## config.mk

```make
export PLATFORM = sky130hd
export DESIGN_NAME = mem_port_arbiter_flat
export DESIGN_NICKNAME = d
export VERILOG_FILES = /design/src/rtl/mem_port_arbiter_if.sv /design/src/rtl/mem_port_arbiter.sv /design/src/flat_wrapper.sv
export SDC_FILE = /design/constraint.sdc
export NUM_CORES = 1
export LEC_CHECK = 0
export ABC_AREA = 0
export CAP_MARGIN = 20
export CORE_UTILIZATION = 39
export CTS_CLUSTER_DIAMETER = 120
export DETAILED_ROUTE_END_ITERATION = 6
export HOLD_SLACK_MARGIN = 0.05
export PLACE_DENSITY = 0.8
export SLEW_MARGIN = 20
export SYNTH_ARGS = -nofsm -noshare
export SYNTH_HDL_FRONTEND = slang
export SYNTH_SLANG_ARGS = --single-unit
```

## constraint.sdc

```tcl
create_clock -name clk -period 2.8 [get_ports clk]
set_input_delay 0.56 -clock clk [delete_from_list [all_inputs] [get_ports clk]]
set_output_delay 0.56 -clock clk [all_outputs]
set_load 0.03 [all_outputs]
```

## src/rtl/mem_port_arbiter_if.sv

```systemverilog
// Memory-port bundle: command/address/data toward memory, read data and busy/done back.
// The requester side drives the command (master); the arbiter or memory side answers it (slave).
interface mem_port_arbiter_if #(
  parameter int ADDR_W = 32,
  parameter int DATA_W = 32,
  parameter int MASK_W = 4,
  parameter int FLAG_W = 2
);
  logic [FLAG_W-1:0] rw_flag;
  logic [ADDR_W-1:0] addr;
  logic [DATA_W-1:0] write_data;
  logic [MASK_W-1:0] write_mask;
  logic [DATA_W-1:0] read_data;
  logic              busy;
  logic              done;

  modport master (
    output rw_flag, addr, write_data, write_mask,
    input  read_data, busy, done
  );

  modport slave (
    input  rw_flag, addr, write_data, write_mask,
    output read_data, busy, done
  );
endinterface

```

## src/rtl/mem_port_arbiter.sv

```systemverilog
// Shares one memory-controller port between icache (req0) and dcache (req1); MEM_ARB_ROUND_ROBIN_EN selects round-robin ties.
// Latency IDLE+ISSUE+WAIT+RESP (>=4 cycles, 3 if mem_done lands in ISSUE); mem_busy holds grants in IDLE, losers stay pending.
module mem_port_arbiter #(
  parameter int ADDR_W = 32,
  parameter int DATA_W = 32,
  parameter int MASK_W = 4,
  parameter int FLAG_W = 2
) (
  input logic               clk,
  input logic               rst,
  mem_port_arbiter_if.slave  req0,
  mem_port_arbiter_if.slave  req1,
  mem_port_arbiter_if.master mem
);
  localparam logic [FLAG_W-1:0] FLAG_RD = FLAG_W'(1);
  localparam logic [FLAG_W-1:0] FLAG_WR = FLAG_W'(2);

  typedef enum logic [1:0] {IDLE, ISSUE, WAIT, RESP} state_t;

  state_t            state, state_nxt;
  logic              grant;
  logic              post_resp;
  logic              busy_q;
  logic              done0_q, done1_q;
  logic [FLAG_W-1:0] flag_q;
  logic [ADDR_W-1:0] addr_q;
  logic [DATA_W-1:0] wdata_q;
  logic [MASK_W-1:0] mask_q;
  logic [DATA_W-1:0] rdata0_q, rdata1_q;

  logic act0, act1, win, take, fin;

`ifdef MEM_ARB_ROUND_ROBIN_EN
  logic rr_last;
`endif

  // The requester just served sits out the IDLE cycle after RESP so it can drop rw_flag.
  assign act0 = ((req0.rw_flag == FLAG_RD) || (req0.rw_flag == FLAG_WR)) && !(post_resp && !grant);
  assign act1 = ((req1.rw_flag == FLAG_RD) || (req1.rw_flag == FLAG_WR)) && !(post_resp && grant);

  always_comb begin
    state_nxt = state;
    win       = grant;
    take      = 1'b0;
    fin       = 1'b0;
    case (state)
      IDLE: begin
        if (!mem.busy && (act0 || act1)) begin
          take      = 1'b1;
`ifdef MEM_ARB_ROUND_ROBIN_EN
          win       = (act0 && act1) ? ~rr_last : act1;
`else
          win       = act1;
`endif
          state_nxt = ISSUE;
        end
      end
      ISSUE: begin
        state_nxt = WAIT;
        if (mem.done) begin
          fin       = 1'b1;
          state_nxt = RESP;
        end
      end
      WAIT: begin
        if (mem.done) begin
          fin       = 1'b1;
          state_nxt = RESP;
        end
      end
      RESP:    state_nxt = IDLE;
      default: state_nxt = IDLE;
    endcase
  end

  always_ff @(posedge clk or negedge rst) begin
    if (!rst) begin
      state     <= IDLE;
      grant     <= 1'b0;
      post_resp <= 1'b0;
      busy_q    <= 1'b0;
      done0_q   <= 1'b0;
      done1_q   <= 1'b0;
      flag_q    <= '0;
      addr_q    <= '0;
      wdata_q   <= '0;
      mask_q    <= '0;
      rdata0_q  <= '0;
      rdata1_q  <= '0;
    end else begin
      state     <= state_nxt;
      busy_q    <= (state_nxt != IDLE);
      post_resp <= (state == RESP);
      done0_q   <= fin && !grant;
      done1_q   <= fin && grant;
      if (take) begin
        grant   <= win;
        flag_q  <= win ? req1.rw_flag    : req0.rw_flag;
        addr_q  <= win ? req1.addr       : req0.addr;
        wdata_q <= win ? req1.write_data : req0.write_data;
        mask_q  <= win ? req1.write_mask : req0.write_mask;
      end else if (fin) begin
        flag_q  <= '0;
      end
      if (fin && (flag_q == FLAG_RD)) begin
        if (grant) rdata1_q <= mem.read_data;
        else       rdata0_q <= mem.read_data;
      end
    end
  end

`ifdef MEM_ARB_ROUND_ROBIN_EN
  always_ff @(posedge clk or negedge rst) begin
    if (!rst)     rr_last <= 1'b0;
    else if (fin) rr_last <= grant;
  end
`endif

  assign mem.rw_flag    = flag_q;
  assign mem.addr       = addr_q;
  assign mem.write_data = wdata_q;
  assign mem.write_mask = mask_q;

  assign req0.busy      = busy_q;
  assign req1.busy      = busy_q;
  assign req0.done      = done0_q;
  assign req1.done      = done1_q;
  assign req0.read_data = rdata0_q;
  assign req1.read_data = rdata1_q;
endmodule

```

## src/flat_wrapper.sv

```systemverilog
// flat-port wrapper written by rule: the top's interface ports become plain ports
module mem_port_arbiter_flat 
#(
  parameter int ADDR_W = 32,
  parameter int DATA_W = 32,
  parameter int MASK_W = 4,
  parameter int FLAG_W = 2
)
  (clk, rst, req0_rw_flag, req0_addr, req0_write_data, req0_write_mask, req0_read_data, req0_busy, req0_done, req1_rw_flag, req1_addr, req1_write_data, req1_write_mask, req1_read_data, req1_busy, req1_done, mem_rw_flag, mem_addr, mem_write_data, mem_write_mask, mem_read_data, mem_busy, mem_done);
  mem_port_arbiter_if #(.ADDR_W(ADDR_W), .DATA_W(DATA_W), .MASK_W(MASK_W), .FLAG_W(FLAG_W)) req0_i ();
  mem_port_arbiter_if #(.ADDR_W(ADDR_W), .DATA_W(DATA_W), .MASK_W(MASK_W), .FLAG_W(FLAG_W)) req1_i ();
  mem_port_arbiter_if #(.ADDR_W(ADDR_W), .DATA_W(DATA_W), .MASK_W(MASK_W), .FLAG_W(FLAG_W)) mem_i ();
  input logic clk;
  input logic rst;
  input wire logic [$bits(req0_i.rw_flag)-1:0] req0_rw_flag;
  input wire logic [$bits(req0_i.addr)-1:0] req0_addr;
  input wire logic [$bits(req0_i.write_data)-1:0] req0_write_data;
  input wire logic [$bits(req0_i.write_mask)-1:0] req0_write_mask;
  output wire logic [$bits(req0_i.read_data)-1:0] req0_read_data;
  output wire logic [$bits(req0_i.busy)-1:0] req0_busy;
  output wire logic [$bits(req0_i.done)-1:0] req0_done;
  input wire logic [$bits(req1_i.rw_flag)-1:0] req1_rw_flag;
  input wire logic [$bits(req1_i.addr)-1:0] req1_addr;
  input wire logic [$bits(req1_i.write_data)-1:0] req1_write_data;
  input wire logic [$bits(req1_i.write_mask)-1:0] req1_write_mask;
  output wire logic [$bits(req1_i.read_data)-1:0] req1_read_data;
  output wire logic [$bits(req1_i.busy)-1:0] req1_busy;
  output wire logic [$bits(req1_i.done)-1:0] req1_done;
  output wire logic [$bits(mem_i.rw_flag)-1:0] mem_rw_flag;
  output wire logic [$bits(mem_i.addr)-1:0] mem_addr;
  output wire logic [$bits(mem_i.write_data)-1:0] mem_write_data;
  output wire logic [$bits(mem_i.write_mask)-1:0] mem_write_mask;
  input wire logic [$bits(mem_i.read_data)-1:0] mem_read_data;
  input wire logic [$bits(mem_i.busy)-1:0] mem_busy;
  input wire logic [$bits(mem_i.done)-1:0] mem_done;
  assign req0_i.rw_flag = req0_rw_flag;
  assign req0_i.addr = req0_addr;
  assign req0_i.write_data = req0_write_data;
  assign req0_i.write_mask = req0_write_mask;
  assign req0_read_data = req0_i.read_data;
  assign req0_busy = req0_i.busy;
  assign req0_done = req0_i.done;
  assign req1_i.rw_flag = req1_rw_flag;
  assign req1_i.addr = req1_addr;
  assign req1_i.write_data = req1_write_data;
  assign req1_i.write_mask = req1_write_mask;
  assign req1_read_data = req1_i.read_data;
  assign req1_busy = req1_i.busy;
  assign req1_done = req1_i.done;
  assign mem_rw_flag = mem_i.rw_flag;
  assign mem_addr = mem_i.addr;
  assign mem_write_data = mem_i.write_data;
  assign mem_write_mask = mem_i.write_mask;
  assign mem_i.read_data = mem_read_data;
  assign mem_i.busy = mem_busy;
  assign mem_i.done = mem_done;
  mem_port_arbiter #(.ADDR_W(ADDR_W), .DATA_W(DATA_W), .MASK_W(MASK_W), .FLAG_W(FLAG_W)) u_core (.clk(clk), .rst(rst), .req0(req0_i), .req1(req1_i), .mem(mem_i));
endmodule
```

==> flow_metrics.tcl <==
set metrics [dict create \
    hpwl_um 12200 \
    avgSynthCellArea_um2 14.0 \
    yosysTopAreaCellShare_pct 60.9 \
    grt_use_total_pct 22.2 \
    end_kind "register" \
    tightestPinTransition_ns 0.637 \
    layout_min_cycle_time_ns 2.40 \
    finalHoldViolCount 0 \
    synth_area_um2 5790 \
    tritoncts "done" \
    post-route-period-util_pct 85.8 \
    synthCells 415 \
    routed_wl_um 17000 \
    cts_buffers 17 \
    irDropWorstVdd_mv 0.556 \
    place.gp.congestion 0.855 \
    die_y_um 124 \
    antenna_found_initial 0 \
    drc_errors 0 \
    design_area_um2 9830 \
    clk_latency_ns 0.41 \
    start_util_pct 39.9 \
    finalSetupTns_ns 0 \
    ys_ff_latch 141 \
    grt_pass1_vias 4992 \
    min_path_type "in2async" \
    cts_resized 0 \
    placed_area_um2 9230 \
    dieArea_um2 15300 \
    worstSetupStartpointType "input port" \
    vias 4840 \
    cts_hold_buffers 0 \
    synth_most_common_cell "dfrtp_1" \
    worst-path-max-fanout 51 \
    ys_seq_area_share_pct 60.9 \
    wl_per_cell_um 18.4 \
    fmax_ghz 0.416 \
    rsz0062_at_grt "no" \
    cts.sinks 141 \
    clk_pin_slew_ns 0.06 \
    yosys-top-cells-area "dfrtp_1 (61%), mux2_2 (12%), a221o_1 (12%)" \
    synth_edf_count 0 \
    crit_type "in2reg" \
    core_area_um2 14500 \
    cp.required_ns 3.09 \
    final_antenna_net_count 0 \
    rows 44 \
    setup-violations-final 0 \
    cp_data_arrival_time_ns 2.69 \
    ys_top_cells_by_count "dfrtp_1 (141), a221o_1 (68), and2_1 (68), mux2_2 (64), clkbuf_1 (25)" \
    leakagePower_uw 0.00421 \
    synth_async_sr_flop_share_pct 100 \
    cap_violations 0 \
    overflow 0 \
    drv_slew 0 \
    die_x_um 124 \
    layout.nets 912 \
    cts_root_buffer "clkbuf_16" \
    io_buffers 313 \
    max_slew_margin_pct 57.5 \
    skew_ns 0.00499 \
    synth_top_area_cell "dfrtp_1" \
    drt-initial-drc-count 242 \
    diodes 0 \
    post_drt_via_cell_ratio 5.22 \
    synth_nets 596 \
    ctsHtreeMaxLevel 4 \
    yosys_warnings 0 \
    synthToLayoutAreaGrowth_pct 69.7 \
    grt_pass1_wl_um 25500 \
    ys.flop_type "dfrtp_1" \
    clockBufferDepth 2 \
    first_pass_iters 4 \
    grt_max_degree 69 \
    drive_gt1_share_pct 15.6 \
    powerDensity_nw_per_um2 1150 \
    synth_cell_types 28 \
    postCtsSetupBuffers 0 \
    io_pins 314 \
    status "completed" \
]
==> area by class of cell <==
type / count / area, um^2
Clock buffer: 18 / 429
Clock inverter: 14 / 168
Fill cell: 1057 / 4710
Inverter: 7 / 26.3
Multi-Input combinational cell: 238 / 2140
Sequential cell: 141 / 3530
Tap cell: 184 / 230
Timing Repair Buffer: 326 / 3310
==> report_power, final <==
group	switching, uW	internal [uW]
combinational	2890	2600
sequential	556	2950
clock	862	1400
total	4300	6960
==> cells by family (layout without fill, tap and decap cells) <==
| family | count (synthesis) | in the layout | share of synthesized area [%] |
|---|---|---|---|
| buffers and inverters | 36 | 365 | 2.66 |
| adders and majority gates | 5 | 5 | 1.08 |
| xor gates and xnor gates | 2 | 2 | 0.432 |
| DFF | 141 | 141 | 60.9 |
| and+or+nand+nor | 85 | 85 | 8.86 |
| muxes | 64 | 64 | 12.4 |
| AOI/OAI and AO/OA | 82 | 82 | 13.6 |
==> worst max-delay path: stages <==
cell and delay (ns):
clkdlybuf4s50_1 0.56, xor2_2 0.29, a21boi_1 0.13, or3_2 0.52
buf_12 0.20, a221o_1 0.38
==> registers in the layout, summed over array words and instances, names as in the netlist, 2 cells and up <==
signal                 flops
u_core.state               2
u_core.mem.write_mask      4
u_core.mem.addr           32
u_core.req1.read_data     32
u_core.req0.read_data     32
u_core.mem.write_data     32
u_core.mem.rw_flag         2
==> stage by stage <==
step	std cells	utilization [%]	power, uW	worst slack [ns]	hold WS, ns
4_1_cts	928	67.6	11400	0.441	0.161
3_3_place_gp	896	63.5	8880	0.0944	0.488
5_1_grt	928	67.6	11800	0.353	0.181
6_report	928	67.6	11300	0.399	0.147
3_5_place_dp	896	63.5	9040	0.00517	0.495
2_1_floorplan	415	-	6480	0.713	0.264
==> placed cells by master (no fill, tap or decap) <==
master / n
xnor2_1: 1
inv_6: 3
nor2_1: 1
nor3_2: 1
nor3_1: 1
dfrtp_1: 141
o21ai_0: 5
o311ai_0: 2
a21boi_1: 1
clkbuf_16: 17
or3_2: 1
nor2_4: 1
and2_1: 68
buf_4: 7
buf_6: 1
ha_1: 5
nand2_1: 3
a21o_1: 1
clkdlybuf4s50_1: 312
a32oi_1: 2
mux2_2: 64
or2_2: 1
nand3_1: 1
nor2_2: 1
xor2_2: 1
clkinv_2: 4
a221o_1: 68
a211o_1: 1
bufinv_16: 3
a2111oi_4: 1
clkinv_4: 1
nand2b_1: 2
clkinvlp_4: 3
inv_1: 7
nor2b_1: 4
o41ai_1: 1
buf_12: 6
clkbuf_1: 1
==> metal layers <==
| metal | GRT usage (%) | share of wire, % | up-vias | routed length [um] |
|---|---|---|---|---|
| met2 | 38.8 | 51 | 263 | 8710 |
| met3 | 6.46 | 8.7 | 31 | 1480 |
| met1 | 24.8 | 38 | 2374 | 6400 |
| met5 | 0 | 0 | - | 0 |
| met4 | 10.3 | 2.6 | 0 | 450 |
| li1 | - | - | 2172 | - |
==> path summary, 6_finish.rpt <==
path / cells after the start / start / slack [ns] / to
setup / recovery: 6 / req1_rw_flag[0] / 0.40 / u_core.mem.addr[11]
hold / removal: 1 / rst / 0.15 / u_core.req1.read_data[0]
setup reg to reg: 5 / u_core.grant / 0.77 / u_core.mem.addr[11]
hold reg to reg: 1 / u_core.req0.read_data[13] / 0.50 / u_core.req0.read_data[13]
max in group asynchronous: 2 / rst / 1.92 / u_core.mem.write_data[20]
min in group clk: 1 / u_core.req0.read_data[13] / 0.50 / u_core.req0.read_data[13]
Note: power is estimated with default switching activity, not from simulation.
